===== config.mk =====
export PLATFORM = sky130hd
export DESIGN_NAME = id_fetch_control
export DESIGN_NICKNAME = d
export VERILOG_FILES = /design/src/rtl/id_fetch_control.sv
export SDC_FILE = /design/constraint.sdc
export NUM_CORES = 1
export LEC_CHECK = 0
export CORE_MARGIN = 3
export CORE_UTILIZATION = 41
export CTS_BUF_LIST = sky130_fd_sc_hd__clkbuf_8
export DETAILED_ROUTE_END_ITERATION = 7
export PLACE_DENSITY = 0.81
export SYNTH_ARGS = -nofsm -noshare
export SYNTH_HDL_FRONTEND = slang
export SYNTH_SLANG_ARGS = --single-unit

===== constraint.sdc =====
create_clock -name Clk -period 4.1 [get_ports Clk]
set_input_delay 1.025 -clock Clk [delete_from_list [all_inputs] [get_ports Clk]]
set_output_delay 1.025 -clock Clk [all_outputs]
set_load 0.03 [all_outputs]

===== src/rtl/id_fetch_control.sv =====
// ID-stage partner of the fetch unit: IF/ID register, branch/jump resolution,
// operand hazard stalls and stall/flush event counters.
module id_fetch_control #(
   parameter int COUNT_W = 32
) (
   input  logic               Clk,
   input  logic               Reset,
   input  logic [31:0]        IF_Instruction,
   input  logic [31:0]        IF_PC4,
   input  logic [31:0]        ID_ReadData1,
   input  logic [31:0]        ID_ReadData2,
   input  logic               EX_RegWrite,
   input  logic               EX_MemRead,
   input  logic [4:0]         EX_WriteReg,
   input  logic               MEM_MemRead,
   input  logic [4:0]         MEM_WriteReg,
   output logic               ID_PCSrc,
   output logic [31:0]        ID_new_PC,
   output logic               ID_stall,
   output logic [31:0]        ID_Instruction,
   output logic [31:0]        ID_PC4,
   output logic               ID_Issue,
   output logic [COUNT_W-1:0] Stall_count,
   output logic [COUNT_W-1:0] Flush_count
);

   logic              v;
   logic [5:0]        op;
   logic [5:0]        funct;
   logic [4:0]        rs;
   logic [4:0]        rt;
   logic              is_jump;
   logic              is_jr;
   logic              is_branch;
   logic              taken;
   logic              load_use;
   logic              branch_hazard;
   logic              ex_match;
   logic              mem_match;
   logic signed [31:0] rd1_s;
   logic signed [31:0] rd2_s;
   logic [31:0]       br_offset;

   assign op    = ID_Instruction[31:26];
   assign rs    = ID_Instruction[25:21];
   assign rt    = ID_Instruction[20:16];
   assign funct = ID_Instruction[5:0];
   assign rd1_s = $signed(ID_ReadData1);
   assign rd2_s = $signed(ID_ReadData2);
   assign br_offset = {{14{ID_Instruction[15]}}, ID_Instruction[15:0], 2'b00};

   // Classify the ID instruction and evaluate its branch condition.
   always_comb begin
      is_jump   = 1'b0;
      is_jr     = 1'b0;
      is_branch = 1'b0;
      taken     = 1'b0;
      case (op)
         6'h00: begin
            is_jr = (funct == 6'h08);
            taken = is_jr;
         end
         6'h01: begin
            is_branch = (rt == 5'd0) || (rt == 5'd1);
            taken     = (rt == 5'd0) ? (rd1_s < 0) : ((rt == 5'd1) && (rd1_s >= 0));
         end
         6'h02, 6'h03: begin
            is_jump = 1'b1;
            taken   = 1'b1;
         end
         6'h04: begin
            is_branch = 1'b1;
            taken     = (ID_ReadData1 == ID_ReadData2);
         end
         6'h05: begin
            is_branch = 1'b1;
            taken     = (ID_ReadData1 != ID_ReadData2);
         end
         6'h06: begin
            is_branch = 1'b1;
            taken     = (rd1_s <= 0);
         end
         6'h07: begin
            is_branch = 1'b1;
            taken     = (rd1_s > 0);
         end
         default: ;
      endcase
   end

   assign ex_match  = (EX_WriteReg != 5'd0) && ((EX_WriteReg == rs) || (EX_WriteReg == rt));
   assign mem_match = (MEM_WriteReg != 5'd0) && ((MEM_WriteReg == rs) || (MEM_WriteReg == rt));

   // Branches and jr compare in ID, so they also wait on ALU results in EX and loads in MEM.
   assign load_use      = v && !is_jump && EX_MemRead && ex_match;
   assign branch_hazard = v && (is_branch || is_jr) &&
                          ((EX_RegWrite && ex_match) || (MEM_MemRead && mem_match));

   assign ID_stall = load_use || branch_hazard;
   assign ID_PCSrc = v && !ID_stall && taken;
   assign ID_Issue = v && !ID_stall;

   always_comb begin
      if (is_jr)
         ID_new_PC = ID_ReadData1;
      else if (is_jump)
         ID_new_PC = {ID_PC4[31:28], ID_Instruction[25:0], 2'b00};
      else
         ID_new_PC = ID_PC4 + br_offset;
   end

   // IF/ID register and event counters; a stall outranks a redirect.
   always_ff @(posedge Clk) begin
      if (Reset) begin
         ID_Instruction <= 32'd0;
         ID_PC4         <= 32'd0;
         v              <= 1'b0;
         Stall_count    <= '0;
         Flush_count    <= '0;
      end else if (ID_stall) begin
         Stall_count <= Stall_count + COUNT_W'(1);
      end else if (ID_PCSrc) begin
         ID_Instruction <= 32'd0;
         ID_PC4         <= IF_PC4;
         v              <= 1'b0;
         Flush_count    <= Flush_count + COUNT_W'(1);
      end else begin
         ID_Instruction <= IF_Instruction;
         ID_PC4         <= IF_PC4;
         v              <= 1'b1;
      end
   end

endmodule

Yosys cells after proc, flatten, opt, wreduce, memory -nomap -nowiden:

Index checks and enable logic that the tools add are counted.

* register bits after elaboration: 129
* bits in latches: 0
* bits in writable memories: 0
* ROM bits: 0
* input bits: 143
* output and inout bits: 163
* word-level logic and storage cells: 64
* memories: 0

* add/sub/neg operators: 3
* $mul: 0
* divide/modulo/power cells: 0
* $lt $le $gt $ge: 4
* equality and inequality tests: 15
* shift operators: 0
* multiplexer cells: 9
* bitwise logic cells: 1
* reduce and logical (&&, ||, !) cells: 27

Operators with widths (number)
* $mux W32: 3
* $add A32 B1 Y32 const B: 2
* $add A32 B32 Y32: 1
* $eq A32 B32 Y1: 1
* $ge A32 B1 Y1 const B: 1
* $gt A32 B1 Y1 const B: 1
* $le A32 B1 Y1 const B: 1
* $lt A32 B1 Y1 const B: 1
* $ne A32 B32 Y1: 1
* $eq A6 B3 Y1 const B: 4
* $eq A5 B5 Y1: 4
* $eq A6 B2 Y1 const B: 2
* $logic_and A1 B1 Y1: 12
* $reduce_bool A5 Y1: 2
* $pmux W1 S7: 1
* $eq A6 B1 Y1 const B: 1
* $eq A6 B4 Y1 const B: 1
* $logic_not A6 Y1: 1
* $logic_or A1 B1 Y1: 6
* $eq A5 B1 Y1 const B: 1
* $logic_not A5 Y1: 1
* $mux W1: 4
* $reduce_or A4 Y1: 1
* $logic_not A1 Y1: 2
* 4 further kinds: 4

Logic depth before layout (Yosys ltp):

* word-level depth: 12
* gate-level depth with buffers: 14
* depth with buffers taken out: 13

Least setup slack after synthesis:

OpenSTA, ideal clock, no wires.

* path type: register to output
* from: register ID_Instruction[0]
* to: output ID_new_PC[28]
* arrival: 3.516 ns
* path slack: -0.441 ns
* stages on the path, launching flop included: 14
* buffers on the path: 0
* path through: dfxtp_1 > ha_1 > fa_1 > a21o_1 > a21oi_1 > o21bai_1 > a21oi_1 > o21ba_2 > o41ai_1 > a221o_1 > a221oi_1 > o21ai_0 > xnor2_1 > a21oi_1

* cells in the longest elaborated chain, start to end: 3

RTL lines
* start: declaration: line 20 `output logic [31:0] ID_Instruction,`
* start signal: assignment: line 128 `ID_Instruction <= IF_Instruction;`
* $add A32 B32 Y32 / $eq A6 B4 Y1 (equally long branches): line 109, 60
* $mux W32 / $mux W1 (equally long branches): line 106, 58
* $mux W32 *: line 104 `if (is_jr)`
* end: declaration: line 18 `output logic [31:0] ID_new_PC,`

Every way passes the cells marked *; elsewhere a longest branch is shown, timed or not.

Worst setup path after layout:

* from: register ID_Instruction[0]
* to: output ID_new_PC[24]

The elaborated chain is that of the path after synthesis.

==> results.toml <==
[setup_path]
regToRegStartpoint = "ID_Instruction[28]$_SDFFE_PP0N_"
path_cells = "ha_4 > fa_2 > a21o_1 > a21oi_2 > o21bai_1 > a21oi_2 > o21ba_4 > o41ai_4 > a221o_1 > a41o_1 > nor4b_2 > o31ai_2 > a21oi_2 > buf_6"
worstPathRequired_ns = 3.07
cp-end-kind = "output pin"
cp-startpoint = "ID_Instruction[0]$_SDFFE_PP0N_"
cp_slowest_cell = "a221o_1"
path_max_fanout = 3
critPathLaunchType = "flop"
cpMostUsedCell = "a21oi_2"
reg2reg_slack_ns = 0.77
path_class = "flop to output pin"
crit_arrival_ns = 3.57
cp_slowest_stage_delay_ns = 0.39

[die]
ioPinCount = 306
dieArea_um2 = 20600
num_rows = 49
start_util_pct = 42.5
die_x_um = 144
fp.dieH_um = 144
core-area_um2 = 18300

[placement]
port_buffers = 305
gp_congestion = 0.958
place_area_um2 = 11700
dp_hpwl_mm = 23.7
dp_cells = 1517

[sta]
tightest_slew_ns = 1.02
fin_crit_sh_pct = 112
post-route-min-period_ns = 4.60
slew_violations = 0
rsz0062_at_grt = "true"
fin_ws_ns = -0.496
maxSlewHeadroom_pct = 31.8
hold_viol = 0
clock_skew_ns = 0.0214
finalSetupViolations = 16
max_freq_mhz = 218

[clocking]
cts_tree = "done"
cts_buffers = 17
root_buffer = "clkbuf_8"
cts_buffer_depth = 2
htreeDepth = 4
cts.sinks = 129
path_clk_slew_ns = 0.10
insertion_delay_ns = 0.46

[yosys]
ys_top_cells_by_area = "dfxtp_1, xor2_1, nor2_1, ha_1, mux2i_1"
synth_ff_type = "dfxtp_1"
avgSynthCellArea_um2 = 8.29
yosysTopAreaCell = "dfxtp_1"
synth_edf_count = 0
netlist_area_um2 = 7760
ys_seq_elements = 129
syn_inst = 936
ys.warnings.count = 0
yosysSeqAreaShare_pct = 33.3
yosysUniqueCellTypes = 72
synthDominantCellAreaShare_pct = 33.3
synth_fp_nets = 1111
synthArstFlopShare_pct = 0

[pwr]
clockPowerShare_pct = 30.7
fin_total_pwr_mw = 3.84
leakage_nw = 5.18
power.density_nw_per_um2 = 304
peakVddDrop_v = 0.000250
power_frac_comb_pct = 33.7
sw_frac_of_total_pct = 35.5
p_sw_mw = 1.36
power.internal_mw = 2.48
p_seq_share_pct = 35.5

[detailed_routing]
drc = 0
wl_per_cell_um = 19.6
num_vias = 8691
wirelength_mm = 30.6
drtIter0Drc = 703
drt_first_pass_iters = 5
via_per_inst = 5.56
ant_nets = 0

[min_path]
hold_class = "flop to flop"
worstHoldStart = "Flush_count[30]$_SDFFE_PP0P_"

[grt]
grt-ovfl-total = 0
grt_pass1_wl_mm = 46.5
antenna_found_initial = 0
grt_pass1_vias = 8452
grt_max_degree = 91
track_usage_pct = 28.8

[layout]
layout_common_cells = "clkdlybuf4s50_1, nor2_1, dfxtp_1"
area_growth_pct = 62.5
diodes = 0
num-nets-final = 1496
mostFrequentLayoutCell = "clkdlybuf4s50_1"
final_util_pct = 69.1
postLayoutCellArea_um2 = 12600
fin_cells = 1563
drive_gt1_share_pct = 19.2
nFillCells = 1457

[outcome]
status = "complete, but fails checks"
violations = "negative setup slack"

[run]
drv_cap = 0
[stage by stage]
stage	TNS (ns)	setup WS, ns	hold slack, ns
floorplan	0	0.0336	0.570
global placement	-3.68	-0.286	0.482
detailed placement	-4.74	-0.301	0.491
CTS	-4.59	-0.580	0.505
global route	-8.72	-0.669	0.529
finish	-5.35	-0.496	0.506
[final timing paths]
kind | end | cells past startpoint
hold reg to reg | Flush_count[30]$_SDFFE_PP0P_ | 2
setup / recovery | ID_new_PC[24] | 14
setup reg to reg | Flush_count[12]$_SDFFE_PP0P_ | 10
hold / removal | Flush_count[30]$_SDFFE_PP0P_ | 2
[power groups by stage]
stage                     clock network (mW)  registers, mW  logic, mW
after global routing                    1.24           1.37       1.37
final                                   1.18           1.36       1.30
after global placement                     0           1.39       1.20
after CTS                               1.19           1.36       1.26
after floorplan                            0           1.46      0.528
after detailed placement                   0           1.39       1.21
[cell families after synthesis]
family	Yosys count	share of synthesized area (%)
multiplexers	35	4.51
adder cells (fa/ha/maj)	32	5.25
XOR/XNOR	120	13.5
AND/OR/NAND/NOR	353	22.9
flip-flops	129	33.3
AO/OA/AOI/OAI	206	17.2
buffers and inverters	61	3.34
[per-layer routing]
layer,vias to the layer above,wire [um],global-route usage [%]
met5,-,0,0
met4,0,883,9.22
met3,74,2110,6.42
met2,377,14500,47.5
met1,4127,13100,37.6
li1,4113,-,-
[worst max-delay path, delay by kind of cell, from the launching register on]
kind	cells	cell delay [ns]
simple gates	1	0.25
buf+inv	1	0.17
fa+ha+maj	2	0.48
flops	1	0.36
compound gates	10	1.84
[timing repair]
| item | in CTS | in global routing |
|---|---|---|
| hold buffers | 0 | 0 |
| buffers inserted | 13 | 4 |
| resized for setup | 55 | 54 |
| pin swaps | 49 | 39 |
| endpoints found under the setup margin | 21 | 21 |
| gates cloned | 0 | 0 |
[sequential cells by signal, indices dropped and copies added (netlist names)]
signal,count
Flush_count,32
v,1
ID_PC4,32
Stall_count,32
ID_Instruction,32
[layout make-up]
class                   count  area [um2]  area share [%]
multi-input cells         746        5310            42.1
repair buffers            408        3940            31.2
flip-flops and latches    129        2590            20.6
well taps                 229         287            2.27
clock buffers              17         234            1.85
clock inverters            15         188            1.49
inverters                  19        71.3           0.565
[synthesized netlist by cell type (4+ instances only)]
cell	n
o21bai_1	4
nand4_1	18
nor2b_1	8
nor3_1	17
o21ai_0	46
o21a_1	5
a21oi_1	63
a22oi_1	4
ha_1	31
a21o_1	8
or3_1	21
nand2b_1	5
a31oi_1	5
nor2_1	131
mux2i_1	35
dfxtp_1	129
and4_1	4
buf_2	8
and3_1	8
o22ai_1	7
and2_1	11
nand3_1	24
inv_1	19
nor4_1	16
clkbuf_1	27
a22o_1	33
xnor2_1	40
xor2_1	80
nand2_1	68
Note: power is estimated with default switching activity, not from simulation.
